===== config.mk =====
export PLATFORM = sky130hd
export DESIGN_NAME = econ_input_packer
export DESIGN_NICKNAME = d
export VERILOG_FILES = /design/src/rtl/econ_pkg.sv /design/src/rtl/econ_frame_reg.sv /design/src/rtl/econ_input_packer.sv
export SDC_FILE = /design/constraint.sdc
export NUM_CORES = 1
export LEC_CHECK = 0
export ABC_CLOCK_PERIOD_IN_PS = 3400
export CAP_MARGIN = 20
export CORE_AREA = 3 3 251 253
export CTS_CLUSTER_DIAMETER = 30
export DETAILED_ROUTE_END_ITERATION = 10
export DIE_AREA = 0 0 254 256
export HOLD_SLACK_MARGIN = 0.15
export PLACE_DENSITY_LB_ADDON = 0.05
export SYNTH_ARGS = -nofsm -noshare
export SYNTH_HDL_FRONTEND = slang
export SYNTH_SLANG_ARGS = --single-unit

===== constraint.sdc =====
create_clock -name clk -period 3.4 [get_ports clk]
set_clock_uncertainty 0.05 [all_clocks]
set_input_delay 0.68 -clock clk [delete_from_list [all_inputs] [get_ports clk]]
set_output_delay 0.68 -clock clk [all_outputs]
set_load 0.03 [all_outputs]

===== src/rtl/econ_pkg.sv =====
// Shared definitions for the econ encoder front end: frame geometry, sample and
// frame types, and the collector state encoding.
package econ_pkg;

  localparam int N_SAMPLES = 48;
  localparam int SAMPLE_W  = 8;
  localparam int FRAME_W   = N_SAMPLES * SAMPLE_W;
  localparam int IDX_W     = $clog2(N_SAMPLES);

  typedef logic [SAMPLE_W-1:0] sample_t;
  typedef logic [FRAME_W-1:0]  frame_t;

  typedef enum logic [1:0] {
    ST_IDLE = 2'd0,
    ST_FILL = 2'd1,
    ST_FULL = 2'd2
  } coll_state_e;

endpackage


===== src/rtl/econ_frame_reg.sv =====
// Single-entry valid/ready output register. A load may land in the same cycle
// the current entry drains, which keeps back-to-back frames gapless.
module econ_frame_reg
  import econ_pkg::*;
(
  input  logic   clk,
  input  logic   reset,
  input  logic   load_i,
  input  frame_t load_data_i,
  output logic   load_ok_o,
  output logic   valid_o,
  output frame_t data_o,
  input  logic   ready_i
);

  logic   valid_q;
  frame_t data_q;

  // Free when empty, or when the held entry leaves on this edge.
  assign load_ok_o = !valid_q || ready_i;

  always_ff @(posedge clk) begin
    if (reset) begin
      valid_q <= 1'b0;
      data_q  <= '0;
    end else if (load_i && load_ok_o) begin
      valid_q <= 1'b1;
      data_q  <= load_data_i;
    end else if (ready_i) begin
      valid_q <= 1'b0;
    end
  end

  assign valid_o = valid_q;
  assign data_o  = data_q;

endmodule


===== src/rtl/econ_input_packer.sv =====
// Packs a byte-serial, sof-marked sample stream into 48-sample frames and hands
// them to the encoder through a one-frame output register.
module econ_input_packer
  import econ_pkg::*;
(
  input  logic          clk,
  input  logic          reset,
  input  sample_t       s_data,
  input  logic          s_sof,
  input  logic          s_valid,
  output logic          s_ready,
  output frame_t        m_data,
  output logic          m_valid,
  input  logic          m_ready,
  output logic [15:0]   frame_cnt,
  output logic [15:0]   drop_cnt
);

  coll_state_e      state_q;
  logic [IDX_W-1:0] idx_q;
  logic [IDX_W-1:0] slot;
  frame_t           coll_q;
  frame_t           coll_d;
  logic [15:0]      frame_cnt_q;
  logic [15:0]      drop_cnt_q;
  logic             s_fire;
  logic             last_slot;
  logic             load_ok;
  logic             handoff;

  assign s_ready   = (state_q != ST_FULL);
  assign s_fire    = s_valid && s_ready;
  assign last_slot = (state_q == ST_FILL) && s_fire && !s_sof &&
                     (idx_q == IDX_W'(N_SAMPLES - 1));
  assign handoff   = (last_slot || (state_q == ST_FULL)) && load_ok;

  // Slot write; coll_d already contains the final sample when the frame completes,
  // so it is what gets handed to the output register.
  always_comb begin
    coll_d = coll_q;
    slot   = s_sof ? '0 : idx_q;
    if (s_fire && (s_sof || (state_q == ST_FILL))) begin
      coll_d[int'(slot)*SAMPLE_W +: SAMPLE_W] = s_data;
    end
  end

  always_ff @(posedge clk) begin
    coll_q <= coll_d;
  end

  always_ff @(posedge clk) begin
    if (reset) begin
      state_q     <= ST_IDLE;
      idx_q       <= '0;
      frame_cnt_q <= '0;
      drop_cnt_q  <= '0;
    end else begin
      if (handoff) begin
        frame_cnt_q <= frame_cnt_q + 16'd1;
      end
      case (state_q)
        ST_IDLE: begin
          if (s_fire && s_sof) begin
            idx_q   <= IDX_W'(1);
            state_q <= ST_FILL;
          end
        end
        ST_FILL: begin
          if (s_fire) begin
            if (s_sof) begin
              if (drop_cnt_q != 16'hFFFF) begin
                drop_cnt_q <= drop_cnt_q + 16'd1;
              end
              idx_q <= IDX_W'(1);
            end else if (last_slot) begin
              idx_q   <= '0;
              state_q <= load_ok ? ST_IDLE : ST_FULL;
            end else begin
              idx_q <= idx_q + IDX_W'(1);
            end
          end
        end
        ST_FULL: begin
          if (load_ok) begin
            state_q <= ST_IDLE;
          end
        end
        default: begin
          state_q <= ST_IDLE;
          idx_q   <= '0;
        end
      endcase
    end
  end

  econ_frame_reg u_frame_reg (
    .clk         (clk),
    .reset       (reset),
    .load_i      (handoff),
    .load_data_i (coll_d),
    .load_ok_o   (load_ok),
    .valid_o     (m_valid),
    .data_o      (m_data),
    .ready_i     (m_ready)
  );

  assign frame_cnt = frame_cnt_q;
  assign drop_cnt  = drop_cnt_q;

endmodule


==> results of run 1 <==
[sequential cells by signal, indices dropped and copies added, names as in the netlist]
| register | count |
|---|---|
| u_frame_reg.valid_o | 1 |
| drop_cnt | 16 |
| frame_cnt | 16 |
| idx_q | 6 |
| u_frame_reg.data_o | 384 |
| coll_q | 384 |
| state_q | 2 |
[final cells by class]
class                   instances  area, um2  share of cell area [%]
well taps                     790      988.4                   2.394
clock buffers                 193       4229                   10.24
repair buffers                640       6411                   15.53
multi-input cells            2128      12350                   29.90
diodes                          2      5.005                 0.01212
clock inverters                83       1072                   2.597
inverters                      11      41.29                  0.1000
flip-flops and latches        809      16200                   39.23
[metrics by stage]
step | TNS [ns] | area [um2]
3_3_place_gp | -10.40 | 35980
3_5_place_dp | -14.85 | 35980
5_1_grt | 0 | 41280
2_1_floorplan | 0 | 29770
6_report | 0 | 41290
4_1_cts | 0 | 41280
[synthesized netlist by cell type, drive strengths merged (2+ instances only)]
cell       n
a2111oi    5
a211oi   114
a21o       2
a21oi     62
a311oi   155
and2      20
and3       5
and4       4
and4b      2
buf       93
clkbuf   198
dfxtp    809
ha         5
inv       11
mux2      47
mux2i      4
nand2    445
nand2b     9
nand3    142
nand3b   151
nand4     22
nand4b     2
nand4bb    2
nor2     329
nor2b      7
nor3      22
nor4       8
o2111ai    6
o211a      2
o211ai     4
o21a       9
o21ai    359
o21bai     3
o31a       4
o31ai     78
or2       33
or3       27
or3b       2
or4        3
xnor2     16
xor2       9
[worst max-delay path, delay by kind of cell (launching register included)]
kind | cells | cell delay, ns
fa+ha+maj | 1 | 0.30
simple gates | 2 | 0.62
compound gates | 4 | 0.96
buf+inv | 4 | 0.70
flops | 1 | 0.30
[per-layer routing]
metal  vias up  track usage, %  wire, um
li1      12582               -         -
met1     12986           39.23     42200
met2       994           48.08     46820
met3       201           6.351      6611
met4         2           12.55      3852
met5         -               0        20
[where the power goes]
group	switching [mW]	internal, mW
registers	0.0116	9.54
logic	0.398	0.201
clock network	5.10	10.1
[cell usage in the layout (no fill, tap or decap), types with 5 or more instances in the layout]
master / n
clkinv_8: 6
and2_1: 20
clkbuf_16: 153
or2_1: 32
nand2b_1: 8
clkinv_4: 7
inv_1: 9
and3_1: 5
o21ai_1: 116
bufinv_16: 16
o21ai_0: 233
clkinv_2: 23
nand2_1: 443
clkbuf_1: 15
nor2_1: 327
clkdlybuf4s50_1: 429
nor2b_1: 7
clkbuf_8: 25
a21oi_1: 59
buf_12: 42
nand3_1: 140
dfxtp_1: 809
o21ai_2: 9
o31ai_2: 9
nand4_1: 21
xor2_1: 8
mux2_2: 39
xnor2_1: 15
nand3b_1: 151
nor3_1: 20
o31ai_1: 69
inv_6: 9
buf_4: 168
a211oi_1: 111
a311oi_1: 155
or3_1: 27
clkinvlp_4: 17
mux2_4: 8
o21a_1: 9
ha_1: 5
[logic make-up after synthesis]
| group | after synthesis |
|---|---|
| xor gates and xnor gates | 25 |
| and+or+nand+nor | 1237 |
| buffers and inverters | 302 |
| muxes | 51 |
| adders and majority gates | 5 |
| DFF | 809 |
| AOI/OAI and AO/OA | 810 |
[path summary, 6_finish.rpt]
kind                            depth (start not counted)                   to                  start  slack [ns]
worst max-delay path                                   11  coll_q[318]$_DFF_P_  idx_q[1]$_SDFFE_PP0P_        0.34
worst min-delay path                                    2  coll_q[263]$_DFF_P_    coll_q[263]$_DFF_P_        0.40
worst max register to register                         11  coll_q[318]$_DFF_P_  idx_q[1]$_SDFFE_PP0P_        0.34
worst min register to register                          2  coll_q[263]$_DFF_P_    coll_q[263]$_DFF_P_        0.40
==> results.md, run 1 <==
* Dominant synthesized flop cell: dfxtp_1
* Pre-CTS setup slack at -0.1755 ns
* Cell chain of the critical path: or3_1 > o31ai_1 > ha_1 > buf_4 > a211oi_2 > buf_4 > buf_4 > nand4_1 > buf_4 > o21ai_0 > o21ai_0
* PwrDens at 613.0 nW/um2
* Post-synthesis simple-gate area fraction at 20.03%
* Fin. max-slew vios at 0
* Vias per cell at 5.748
* Total gr overflow at 0
* Top cells by area, synth: dfxtp_1 54%, nand2_1 5.6%, a311oi_1 4.6%
* Layout area overhead at 38.68%
* CTS H-Tree Depth at 4
* Initial antenna violation count at 4
* Library cells used by synthesis at 78
* Resize count post-CTS at 0
* Synth Area in XOR/XNOR at 0.7859%
* Synth Area in Adders at 0.2101%
* Ports at 431
* CP endpoint kind: register
* Die area at 65020 um2
* CP max stage cell: or3_1
* Setup CP Type: reg -> reg
* Yosys top cell by area: dfxtp_1
* Final Core Density at 67.40%
* Final wirelength at 99.51 mm
* F_max at 326.3 MHz
* EDFF count, synth at 0
* Post-synthesis sequential area ratio at 54.40%
* Startpoint types: register
* Layout cells sized above 1 at 14.93%
* CORE AREA at 61260 um2
* Synth Net Count at 3257
* Setup repair bufs after CTS at 0
* Dpl cells at 4378
* Mux share of post-synthesis cell area at 2.013%
* Initial DRT Pass Iterations at 6
* Via Count at 26765
* Filler Cell Count at 4917
* First-pass GRT wire length at 152.2 mm
* Final Hold Fails at 0
* Final Total Pwr at 25.31 mW
* Synth top area share at 54.40%
* Final net count at 3758
* Syn avg cell area at 9.192 um2
* Clock tree sinks at 809
* CTS tree: yes
* GRT Total Usage at 29.98%
* Initial DRC Count at 2118
* IO buf count at 430
* Status: complete, no violations
* CTS Hold Buffers Added at 0
* Post-Synthesis Cells at 3239
* Synth Area in Compound Gates at 18.32%
* Peak VDD IR at 0.4601 mV
* Register clock-pin slew on the reported worst setup and hold paths at 0.05 ns
* Non-filler cells, final at 4656
* Worst path arrival time at 3.60 ns
* Worst slew pin tran at 0.7686 ns
* CTS Root Cell: clkbuf_16
* Largest net degree at the start of global routing at 116
* Die Wd at 254 um
* TritonCTS Buffers at 150
* Cell area after synthesis at 29770 um2
* WL/cell at 21.37 um
* Die height at 256 um
* Pleak at 15.40 nW
* Detailed Place HPWL at 66.92 mm
* DRC viols at 0
* Final antenna-violating net count at 0
* Min Clock Period, post-route at 3.065 ns
* WHS at 0.3950 ns
* Worst skew pair latency at 0.72 ns
* Starting Density at 48.60%
* Cell Rows at 91
* Vias in the first global route at 26034
* Largest family of logic cells by synthesized area: simple AND/OR/NAND/NOR gates
* CP max stage delay at 0.41 ns
* Cell mode on critical path: buf_4
* RSZ-0062 raised after global routing: false
* Ys Warns at 0
* Worst Path Max Fanout at 8
* Async SR Flop Fraction at 0%
* Routability cong. at 0.8750
* Max_cap viols at 0
* Post-route setup slack at 0.3355 ns
* Worst path required time at 3.93 ns
* Relative slew margins at 48.76%
* Final period util at 90.13%
* # setup viols final at 0
* Hold Path Class: reg -> reg
* #FFs+latches synth at 809
* Bufs on Longest Clock Path at 3
Power figures use the tool's default switching activity.
==> run 2, diff against run 1 <==
--- a/config.mk
+++ b/config.mk
@@ -5,12 +5,14 @@
 export SDC_FILE = /design/constraint.sdc
 export NUM_CORES = 1
 export LEC_CHECK = 0
-export ABC_CLOCK_PERIOD_IN_PS = 3400
+export ABC_CLOCK_PERIOD_IN_PS = 4000
 export CAP_MARGIN = 20
-export CORE_AREA = 3 3 251 253
+export CELL_PAD_IN_SITES_DETAIL_PLACEMENT = 1
+export CELL_PAD_IN_SITES_GLOBAL_PLACEMENT = 1
+export CORE_AREA = 3 3 265 267
 export CTS_CLUSTER_DIAMETER = 30
 export DETAILED_ROUTE_END_ITERATION = 10
-export DIE_AREA = 0 0 254 256
+export DIE_AREA = 0 0 268 270
 export HOLD_SLACK_MARGIN = 0.15
 export PLACE_DENSITY_LB_ADDON = 0.05
 export SYNTH_ARGS = -nofsm -noshare
==> constraint.sdc (replaced) <==
create_clock -name clk -period 4 [get_ports clk]
set_clock_uncertainty 0.05 [all_clocks]
set_input_delay 0.8 -clock clk [delete_from_list [all_inputs] [get_ports clk]]
set_output_delay 0.8 -clock clk [all_outputs]
set_load 0.03 [all_outputs]
==> run 2 against run 1 <==
Global-route usage rose by 0.25 points. Critical path depth fell by 3. Die area rose by 11%. Fmax fell by 15%. Clock-buffer cell count rose by 9. Cell count rose by 0.56%. Sequential cell count did not move. Via count rose by 0.93%. Critical path type unchanged. Routed wire length rose by 12%. Core utilization fell by 7.7 points.
==> results.md, run 2 (synthesis results as in run 1) <==
* Status: complete, no violations (unchanged)
* Min Clock Period, post-route at 3.620 ns (was 3.065 ns)
* Initial antenna violation count at 6 (was 4)
* Ports at 431 (unchanged)
* Hold Path Class: reg -> reg (unchanged)
* Initial DRT Pass Iterations at 5 (was 6)
* Vias in the first global route at 28295 (was 26034)
* Die Wd at 268 um (was 254 um)
* Switching portion of total power at 22.44% (was 21.75%)
* Internal power at 17.20 mW (was 19.81 mW)
* Initial DRC Count at 1943 (was 2118)
* Die height at 270 um (was 256 um)
* Peak VDD IR at 0.4464 mV (was 0.4601 mV)
* Layout cells sized above 1 at 13.41% (was 14.93%)
* Clock tree sinks at 809 (unchanged)
* Final net count at 3684 (was 3758)
* WL/cell at 23.73 um (was 21.37 um)
* Routability cong. at 0.8607 (was 0.8750)
* Worst path arrival time at 4.13 ns (was 3.60 ns)
* Die area at 72360 um2 (was 65020 um2)
* Logic pwr share at 2.2% (was 2.4%)
* Worst Path Max Fanout at 24 (was 8)
* Final wirelength at 111.1 mm (was 99.51 mm)
* TritonCTS Buffers at 162 (was 150)
* R2R cell count at 8 (was 11)
* RSZ-0062 raised after global routing: false (unchanged)
* Sequential power share at 36.6% (was 37.7%)
* Post-route setup slack at 0.3803 ns (was 0.3355 ns)
* Final Total Pwr at 22.18 mW (was 25.31 mW)
* PwrDens at 543.4 nW/um2 (was 613.0 nW/um2)
* Dpl cells at 4382 (was 4378)
* Total gr overflow at 0 (unchanged)
* Worst path required time at 4.51 ns (was 3.93 ns)
* Setup CP Type: reg -> reg (unchanged)
* CTS tree: yes (unchanged)
* Max_cap viols at 0 (unchanged)
* IO buf count at 430 (unchanged)
* Vias per cell at 5.770 (was 5.748)
* # setup viols final at 0 (unchanged)
* Pre-CTS setup slack at -0.04205 ns (was -0.1755 ns)
* Largest net degree at the start of global routing at 127 (was 116)
* DRC viols at 0 (unchanged)
* Register clock-pin slew on the reported worst setup and hold paths at 0.05 ns (about the same)
* Detailed Place HPWL at 72.47 mm (was 66.92 mm)
* Relative slew margins at 39.36% (was 48.76%)
* Resize count post-CTS at 0 (unchanged)
* Hold depth at 2 (unchanged)
* CTS Hold Buffers Added at 0 (unchanged)
* GRT Total Usage at 30.22% (was 29.98%)
* Hold endpoint: u_frame_reg.data_o[137]$_SDFFE_PP0P_ (was coll_q[263]$_DFF_P_)
* Pleak at 15.04 nW (was 15.40 nW)
* Cell Rows at 96 (was 91)
* Worst skew pair latency at 0.72 ns (about the same)
* CTS H-Tree Depth at 4 (unchanged)
* RR Endpoint: u_frame_reg.data_o[374]$_SDFFE_PP0P_ (was coll_q[318]$_DFF_P_)
* Worst hold start: coll_q[137]$_DFF_P_ (was coll_q[263]$_DFF_P_)
* Final Hold Fails at 0 (unchanged)
* Final antenna-violating net count at 0 (unchanged)
* F_max at 276.3 MHz (was 326.3 MHz)
* Startpoint types: register (unchanged)
* Most frequent cells in the layout: 809 x dfxtp_1, 442 x nand2_1, 429 x clkdlybuf4s50_1 (was 809 x dfxtp_1, 443 x nand2_1, 429 x clkdlybuf4s50_1)
* Bufs on Longest Clock Path at 3 (unchanged)
* Via Count at 27014 (was 26765)
* Switching pwr at 4.975 mW (was 5.505 mW)
* Setup_tns at 0 ns (unchanged)
* First-pass GRT wire length at 170.0 mm (was 152.2 mm)
* Layout area overhead at 37.09% (was 38.68%)
* Fin. max-slew vios at 0 (unchanged)
* Worst slew pin tran at 0.9096 ns (was 0.7686 ns)
* Starting Density at 43.56% (was 48.60%)
* CORE AREA at 68350 um2 (was 61260 um2)
* Reg-to-reg slack, setup at 0.38 ns (was 0.34 ns)
* CP endpoint kind: register (unchanged)
* Clock Power Share at 61.2% (was 59.9%)
* Final period util at 90.49% (was 90.13%)
* Non-filler cells, final at 4682 (was 4656)
* CTS Root Cell: clkbuf_16 (unchanged)
* Critical R2R Launch: idx_q[3]$_SDFFE_PP0P_ (was idx_q[1]$_SDFFE_PP0P_)
* Setup repair bufs after CTS at 0 (unchanged)
* Most common library cell in the layout ignoring fill and taps: dfxtp_1 (unchanged)
==> run 2: changes by cell type in the layout (fill, tap and decap cells not counted), moves of 2 or more <==
cell	change
clkinv_8	-5
clkinv_4	+6
inv_6	+3
clkbuf_16	+9
clkbuf_1	+2
inv_16	+3
clkbuf_8	-2
buf_4	-70
clkinv_2	+4
buf_12	-18
==> run 2: cell type report <==
type | count | area, um2
Sequential cell | 809 | 16200
Fill cell | 7415 | 27530
Antenna cell | 3 | 7.507
Clock buffer | 202 | 4434
Multi-Input combinational cell | 2128 | 12350
Timing Repair Buffer | 554 | 5545
Tap cell | 882 | 1104
Clock inverter | 93 | 1139
Inverter | 11 | 41.29
==> run 2: worst max-delay path by stage <==
stage,startpoint,endpoint,slack (ns),cells past startpoint
final,idx_q[3]$_SDFFE_PP0P_,u_frame_reg.data_o[374]$_SDFFE_PP0P_,0.38,8
after global routing,idx_q[3]$_SDFFE_PP0P_,coll_q[314]$_DFF_P_,0.22,9
after CTS,idx_q[3]$_SDFFE_PP0P_,u_frame_reg.data_o[374]$_SDFFE_PP0P_,0.43,8
after detailed placement,s_sof,u_frame_reg.data_o[379]$_SDFFE_PP0P_,-0.04,11
after global placement,s_sof,u_frame_reg.data_o[372]$_SDFFE_PP0P_,0.08,11
after floorplan,s_sof,coll_q[248]$_DFF_P_,0.59,11
==> run 2: routing by layer <==
metal	up-vias	part of all wire [%]	wire length [um]	global-route usage [%]
met5	-	0.012	13	0
met4	2	3.8	4271	12.87
met3	219	5.4	6047	5.156
met2	835	49	54550	51.51
met1	13567	42	46240	37.60
li1	12391	-	-	-
==> run 2: power groups by stage <==
stage / sequential (mW) / clock, mW / combinational (mW)
6_report: 8.13 / 13.6 / 0.487
2_1_floorplan: 8.27 / 0 / 0.291
3_3_place_gp: 8.28 / 0 / 0.467
5_1_grt: 8.12 / 14.2 / 0.510
3_5_place_dp: 8.28 / 0 / 0.474
4_1_cts: 8.12 / 13.7 / 0.478
==> run 2: through the flow <==
| stage | area, um2 | hold WS, ns | utilization, % |
|---|---|---|---|
| 6_report | 40810 | 0.3839 | 59.72 |
| 5_1_grt | 40810 | 0.3953 | 59.71 |
| 4_1_cts | 40790 | 0.3803 | 59.68 |
| 3_5_place_dp | 35210 | 0.3835 | 51.52 |
| 3_3_place_gp | 35210 | 0.3688 | 51.52 |
| 2_1_floorplan | 29770 | 0.3606 | - |
==> run 2: critical path, stage by stage (launching register included) <==
cell,delay [ns]
dfxtp_1,0.48
or3_1,0.43
o31ai_1,0.34
ha_1,0.32
a211oi_2,0.54
nand2_2,0.45
buf_4,0.39
o21ai_0,0.30
a311oi_1,0.14
